===== src/rtl/mema_skew_buf.sv =====
// mema_skew_buf
// Multi-bank operand memory for the A side of a systolic array. Matrices of
// DIM x KDIM signed elements are loaded one row at a time into a circular
// queue of NBUF banks. The oldest loaded bank is streamed into the array's
// left edge with the diagonal skew built in: lane r is delayed r cycles, so
// at stream time t lane r carries A[r][t-r] (or 0 outside the matrix).
// While one bank streams, the next can be loaded (ping-pong for NBUF=2).
//
// Ports:
//   clk        clock
//   rst        synchronous active-high reset
//   wr_en      write wr_data into row wr_row of the current write bank
//   wr_row     row index of the write
//   wr_data    row contents, element k = A[row][k]
//   wr_commit  mark the write bank loaded and advance the write pointer
//   start      request streaming of the oldest loaded bank
//   Aout       skewed lane outputs (registered)
//   valid      Aout carries a stream cycle
//   busy       stream in progress
//   done       one-cycle pulse, stream finished and bank freed
//   full       all NBUF banks loaded
//   empty      no bank loaded
module mema_skew_buf #(
  parameter int BITS_AB = 8,
  parameter int DIM     = 8,
  parameter int KDIM    = 8,
  parameter int NBUF    = 2
) (
  input  logic                      clk,
  input  logic                      rst,
  input  logic                      wr_en,
  input  logic [$clog2(DIM)-1:0]    wr_row,
  input  logic signed [BITS_AB-1:0] wr_data [KDIM],
  input  logic                      wr_commit,
  input  logic                      start,
  output logic signed [BITS_AB-1:0] Aout [DIM],
  output logic                      valid,
  output logic                      busy,
  output logic                      done,
  output logic                      full,
  output logic                      empty
);

  localparam int BW = $clog2(NBUF);
  localparam int CW = $clog2(NBUF + 1);
  localparam int TW = $clog2(KDIM + DIM);
  localparam logic [CW-1:0] FULL_CNT = CW'(NBUF);
  localparam logic [TW-1:0] T_LAST   = TW'(KDIM + DIM - 2);

  typedef enum logic {IDLE, STREAM} state_t;

  state_t r_state;
  state_t w_stateNext;

  logic signed [BITS_AB-1:0] r_mem [NBUF][DIM][KDIM];
  logic signed [BITS_AB-1:0] r_aout [DIM];
  logic signed [BITS_AB-1:0] w_laneNext [DIM];

  logic [BW-1:0] r_wbank;
  logic [BW-1:0] r_rbank;
  logic [BW-1:0] w_nextBank;
  logic [BW-1:0] w_readBank;
  logic [CW-1:0] r_count;
  logic [TW-1:0] r_t;
  logic [TW-1:0] w_tNext;
  logic          r_done;

  logic w_full, w_empty, w_avail, w_accept, w_last, w_commit, w_write, w_load;

  assign w_full  = (r_count == FULL_CNT);
  assign w_empty = (r_count == '0);

  // The bank finishing in a done cycle is only released at the end of that
  // cycle, so a start there must look past it: it needs a second loaded bank
  // and streams the one after the current read pointer.
  assign w_avail    = r_done ? (r_count > CW'(1)) : !w_empty;
  assign w_nextBank = r_rbank + BW'(r_done);

  assign w_accept = (r_state == IDLE) && start && w_avail;
  assign w_last   = (r_state == STREAM) && (r_t == T_LAST);
  assign w_commit = wr_commit && !w_full;
  assign w_write  = wr_en && !w_full;

  // w_load is high when the coming cycle is a stream cycle; Aout is loaded
  // one edge ahead so the t=0 values appear right after acceptance.
  assign w_load     = w_accept || ((r_state == STREAM) && !w_last);
  assign w_tNext    = w_accept ? '0 : r_t + TW'(1);
  assign w_readBank = w_accept ? w_nextBank : r_rbank;

  // State register.
  always_ff @(posedge clk) begin
    if (rst) r_state <= IDLE;
    else     r_state <= w_stateNext;
  end

  // Next-state logic: a stream runs from acceptance to its last time step.
  always_comb begin
    w_stateNext = r_state;
    case (r_state)
      IDLE:    if (w_accept) w_stateNext = STREAM;
      STREAM:  if (w_last)   w_stateNext = IDLE;
      default: w_stateNext = IDLE;
    endcase
  end

  // Skew selection: lane r takes column k when t == r + k, otherwise 0.
  always_comb begin
    for (int r = 0; r < DIM; r++) begin
      w_laneNext[r] = '0;
      for (int k = 0; k < KDIM; k++) begin
        if (int'(w_tNext) == r + k) w_laneNext[r] = r_mem[w_readBank][r][k];
      end
    end
  end

  // Bank storage has no reset; stale rows are allowed to survive.
  // Writes are blocked while full, which also protects the bank being streamed.
  always_ff @(posedge clk) begin
    if (w_write) begin
      for (int k = 0; k < KDIM; k++) r_mem[r_wbank][wr_row][k] <= wr_data[k];
    end
  end

  // Queue pointers, occupancy, stream counter and the registered outputs.
  // Freeing a bank happens at the end of the done cycle; a commit in that
  // same cycle cancels out the count change while both pointers move.
  always_ff @(posedge clk) begin
    if (rst) begin
      r_wbank <= '0;
      r_rbank <= '0;
      r_count <= '0;
      r_t     <= '0;
      r_done  <= 1'b0;
      for (int r = 0; r < DIM; r++) r_aout[r] <= '0;
    end else begin
      r_done <= w_last;
      if (w_commit) r_wbank <= r_wbank + BW'(1);
      if (r_done)   r_rbank <= r_rbank + BW'(1);
      if (w_commit && !r_done)      r_count <= r_count + CW'(1);
      else if (!w_commit && r_done) r_count <= r_count - CW'(1);
      if (w_load) r_t <= w_tNext;
      for (int r = 0; r < DIM; r++) r_aout[r] <= w_load ? w_laneNext[r] : '0;
    end
  end

  assign Aout  = r_aout;
  assign valid = (r_state == STREAM);
  assign busy  = (r_state == STREAM);
  assign done  = r_done;
  assign full  = w_full;
  assign empty = w_empty;

endmodule

===== config.mk =====
export PLATFORM = sky130hd
export DESIGN_NAME = mema_skew_buf
export DESIGN_NICKNAME = d
export VERILOG_FILES = /design/src/rtl/mema_skew_buf.sv
export SDC_FILE = /design/constraint.sdc
export NUM_CORES = 2
export LEC_CHECK = 0
export ABC_AREA = 1
export ABC_CLOCK_PERIOD_IN_PS = 9230
export CORE_MARGIN = 2
export CORE_UTILIZATION = 60
export DETAILED_ROUTE_END_ITERATION = 8
export PLACE_DENSITY_LB_ADDON = 0.25
export SLEW_MARGIN = 20
export SYNTH_ARGS = -nofsm -noshare
export SYNTH_HDL_FRONTEND = slang
export SYNTH_SLANG_ARGS = --single-unit

===== constraint.sdc =====
create_clock -name clk -period 9.23 [get_ports clk]
set_input_delay 1.3845 -clock clk [delete_from_list [all_inputs] [get_ports clk]]
set_output_delay 1.3845 -clock clk [all_outputs]
set_load 0.02 [all_outputs]

==> flow_summary.toml <==
[worst_setup_path]
critPathCaptureType = "flip-flop"
rrSetupSlack_ns = 5.12
reg2reg_depth = 14
cpMaxStageDelayCell = "nand2_8"
slowest_delay_ns = 0.81
critPathTopFamily = "simple AND/OR/NAND/NOR gates"
crit_top_cell = "nor2_1"
startpoint_type = "input pin"
crit_path_start = "start"
cp.buffers_inverters = 3
crit_path_cell_trace = "clkdlybuf4s50_1 > nand2_1 > nor2_4 > nand3_4 > buf_4 > nand2_8 > buf_4 > nand2_1 > nand3_1 > nand3_1 > nor2_1 > nand4_1 > nor2_1 > nor2_1"
rr_startpoint = "r_count[0]$_SDFFE_PP0P_"
cp.required_ns = 9.76
cp.depth = 14
r2r-end = "Aout[20]$_SDFF_PP0_"
cp.arrival_ns = 5.07
endpoint = "Aout[22]$_SDFF_PP0_"
path_max_fanout = 148
critPathKind = "input pin to flip-flop"

[detailed_routing]
drcViolationCount = 0
viasPerCell = 6.339
drtIter0Drc = 5306
firstDrtPassIters = 6
ant_nets = 0
avgRoutedWirePerCell_um = 26.31
vias = 33450
drt_wl_total_mm = 138.8

[global_route]
grt_max_degree = 149
grt.total_usage = 0.3526
antenna_found_initial = 23
grt_overflow = 0
grt_pass1_wl_mm = 199.1
grt_pass1_vias = 31250

[sta]
rsz0062_at_grt = "no"
fin_ws_ns = 4.690
tightest_slew_ns = 1.201
tns_ns = 0
final_hold_viol_count = 0
slew_violations = 0
finalCriticalPeriod_ns = 4.540
max-slew-margin-rel = 0.1986
setup_violations = 0
clock.fmax_mhz = 220.2
fin_crit_sh = 0.4919
finClkSkew_ns = 0.01538

[clocking]
cts_resized = 0
cts.sinks = 1098
htree_levels = 3
cts_buffers = 107
insertion_delay_ns = 0.68
clk_path_buf_depth = 3
cts_tree = "done"
clk_pin_slew_ns = 0.06
cts_root_buf = "clkbuf_16"
postCtsSetupRepairBufs = 0
holdBufCountCts = 0

[placement]
dp_cells = 5046
port_buffers = 140
placed_area_mm2 = 0.04822
gp_congestion = 0.8278
dpl.hpwl_mm = 73.11
dp_slack_ns = 4.167

[cells_and_area]
drive_above_1_share = 0.08314
final_nets = 4255
fin_util = 0.6839
fill_cells = 5408
area_delta_synth_final_pct = 12.84
mostFrequentLayoutCells = "nand2_1, edfxtp_1, o21ai_0, nand3_1"
ff_latch_area_mm2 = 0.03223
design_area_mm2 = 0.05185
multi_input_area_mm2 = 0.01228
layout_commonest_cell = "nand2_1"
fin_cells = 5277

[die]
chipHeight_um = 280.8
ioPinCount = 141
die_w_um = 280.8
core-area_mm2 = 0.07582
initial_utilization = 0.6061
dieArea_mm2 = 0.07882
row_count = 101

[synthesis]
yosys_warnings = 0
yosysSeqAreaShare = 0.7014
synth_seq_cells = 1098
syn-instance-count = 4113
avgSynthCellArea_um2 = 11.17
syn_area_mm2 = 0.04595
netlist-cell-type-count = 31
syn_nets = 4191

[job]
maxCapViolations = 0

[power_and_ir_drop]
pwr_density_cell_mw_per_mm2 = 212.5
ir_drop_v = 0.0001434
p_leak_nw = 18.63

[status]
status = "completed"

[worst_hold_path]
hold_path.class = "flip-flop to flip-flop"
==> per-stage QoR <==
stage	hold WS, ns	power (W)
floorplan	0.4543	0.006262
global placement	0.4752	0.006651
detailed placement	0.4748	0.006674
CTS	0.4846	0.01099
global route	0.5294	0.01128
finish	0.4843	0.01102
==> worst min-delay path by stage <==
stage | startpoint | to | slack, ns | cells after the start
after detailed placement | r_t[3]$_SDFFE_PP0N_ | r_t[3]$_SDFFE_PP0N_ | 0.47 | 2
final | r_t[3]$_SDFFE_PP0N_ | r_t[3]$_SDFFE_PP0N_ | 0.48 | 2
after floorplan | r_t[3]$_SDFFE_PP0N_ | r_t[3]$_SDFFE_PP0N_ | 0.45 | 2
after CTS | r_t[3]$_SDFFE_PP0N_ | r_t[3]$_SDFFE_PP0N_ | 0.48 | 2
after global placement | r_t[3]$_SDFFE_PP0N_ | r_t[3]$_SDFFE_PP0N_ | 0.48 | 2
after global routing | r_t[3]$_SDFFE_PP0N_ | r_t[3]$_SDFFE_PP0N_ | 0.53 | 2
==> report_power, final <==
group	internal (W)	switching, W	total [W]
clock	0.00256	0.00186	0.00442
sequential	0.00555	0.0000304	0.00559
combinational	0.000253	0.000764	0.00102
total	0.00836	0.00266	0.0110
==> kinds of logic after synthesis <==
group / count (synthesis) / synth area share
buf+inv: 404 / 0.03624
simple gates: 1891 / 0.1750
flops: 1098 / 0.7014
fa+ha+maj: 6 / 0.001634
compound gates: 712 / 0.08533
xor+xnor: 2 / 0.0003813
==> state kept, by name (all words and copies together), names as in the netlist <==
signal	flops
Aout	64
done	1
r_count	2
busy	1
r_wbank	1
r_mem	1024
r_t	4
r_rbank	1
==> Yosys cell counts <==
cell type | n | area [um^2]
o21ai_0 | 451 | 2257
or2_2 | 73 | 456.7
ha_1 | 6 | 75.07
a31oi_1 | 29 | 181.4
buf_1 | 22 | 82.58
inv_2 | 8 | 30.03
xnor2_1 | 2 | 17.52
nor2_4 | 8 | 90.09
nand2_1 | 1253 | 4703
nor2_2 | 4 | 25.02
nor3_1 | 1 | 5.000
clkinv_1 | 5 | 18.77
nand2_2 | 8 | 50.05
nor2_1 | 165 | 619.3
nand3_4 | 2 | 35.03
edfxtp_1 | 1024 | 30750
a21oi_1 | 104 | 520.5
buf_2 | 110 | 550.5
or2_1 | 52 | 325.3
dfxtp_1 | 74 | 1481
nand3_1 | 254 | 1271
nand3_2 | 5 | 50.05
inv_1 | 146 | 548.0
nand4_1 | 65 | 406.6
a211oi_1 | 1 | 7.510
buf_4 | 1 | 7.510
a21oi_2 | 1 | 8.760
o211ai_1 | 126 | 945.9
or2_0 | 1 | 6.260
buf_6 | 1 | 11.26
clkbuf_1 | 111 | 416.7
==> area by class of cell <==
| cell class | count | share of cell area |
|---|---|---|
| Clock buffer | 145 | 0.05871 |
| Inverter | 159 | 0.01151 |
| Timing Repair Buffer | 200 | 0.03634 |
| Sequential cell | 1098 | 0.6216 |
| Antenna cell | 29 | 0.001399 |
| Multi-Input combinational cell | 2611 | 0.2368 |
| Tap cell | 978 | 0.02360 |
| Clock inverter | 57 | 0.01006 |
==> layer usage <==
layer,vias up,track usage,wire (um)
met5,-,0,40
met4,6,0.1894,6920
met3,347,0.08588,18350
met2,2323,0.5532,64840
met1,16150,0.4577,48670
li1,14630,-,-
==> worst reg2reg max path, cell delays in order (launching register included) <==
cell	delay (ns)
dfxtp_1	0.32
inv_1	0.11
ha_1	0.20
inv_1	0.05
nor2_1	0.17
nor2_4	0.09
nand3_4	0.06
buf_4	0.68
nand2_8	0.71
buf_4	0.75
or2_2	0.46
o211ai_1	0.09
nand4_1	0.12
nor2_1	0.10
nor2_1	0.04
No activity file was read; power rests on OpenSTA's default activity.
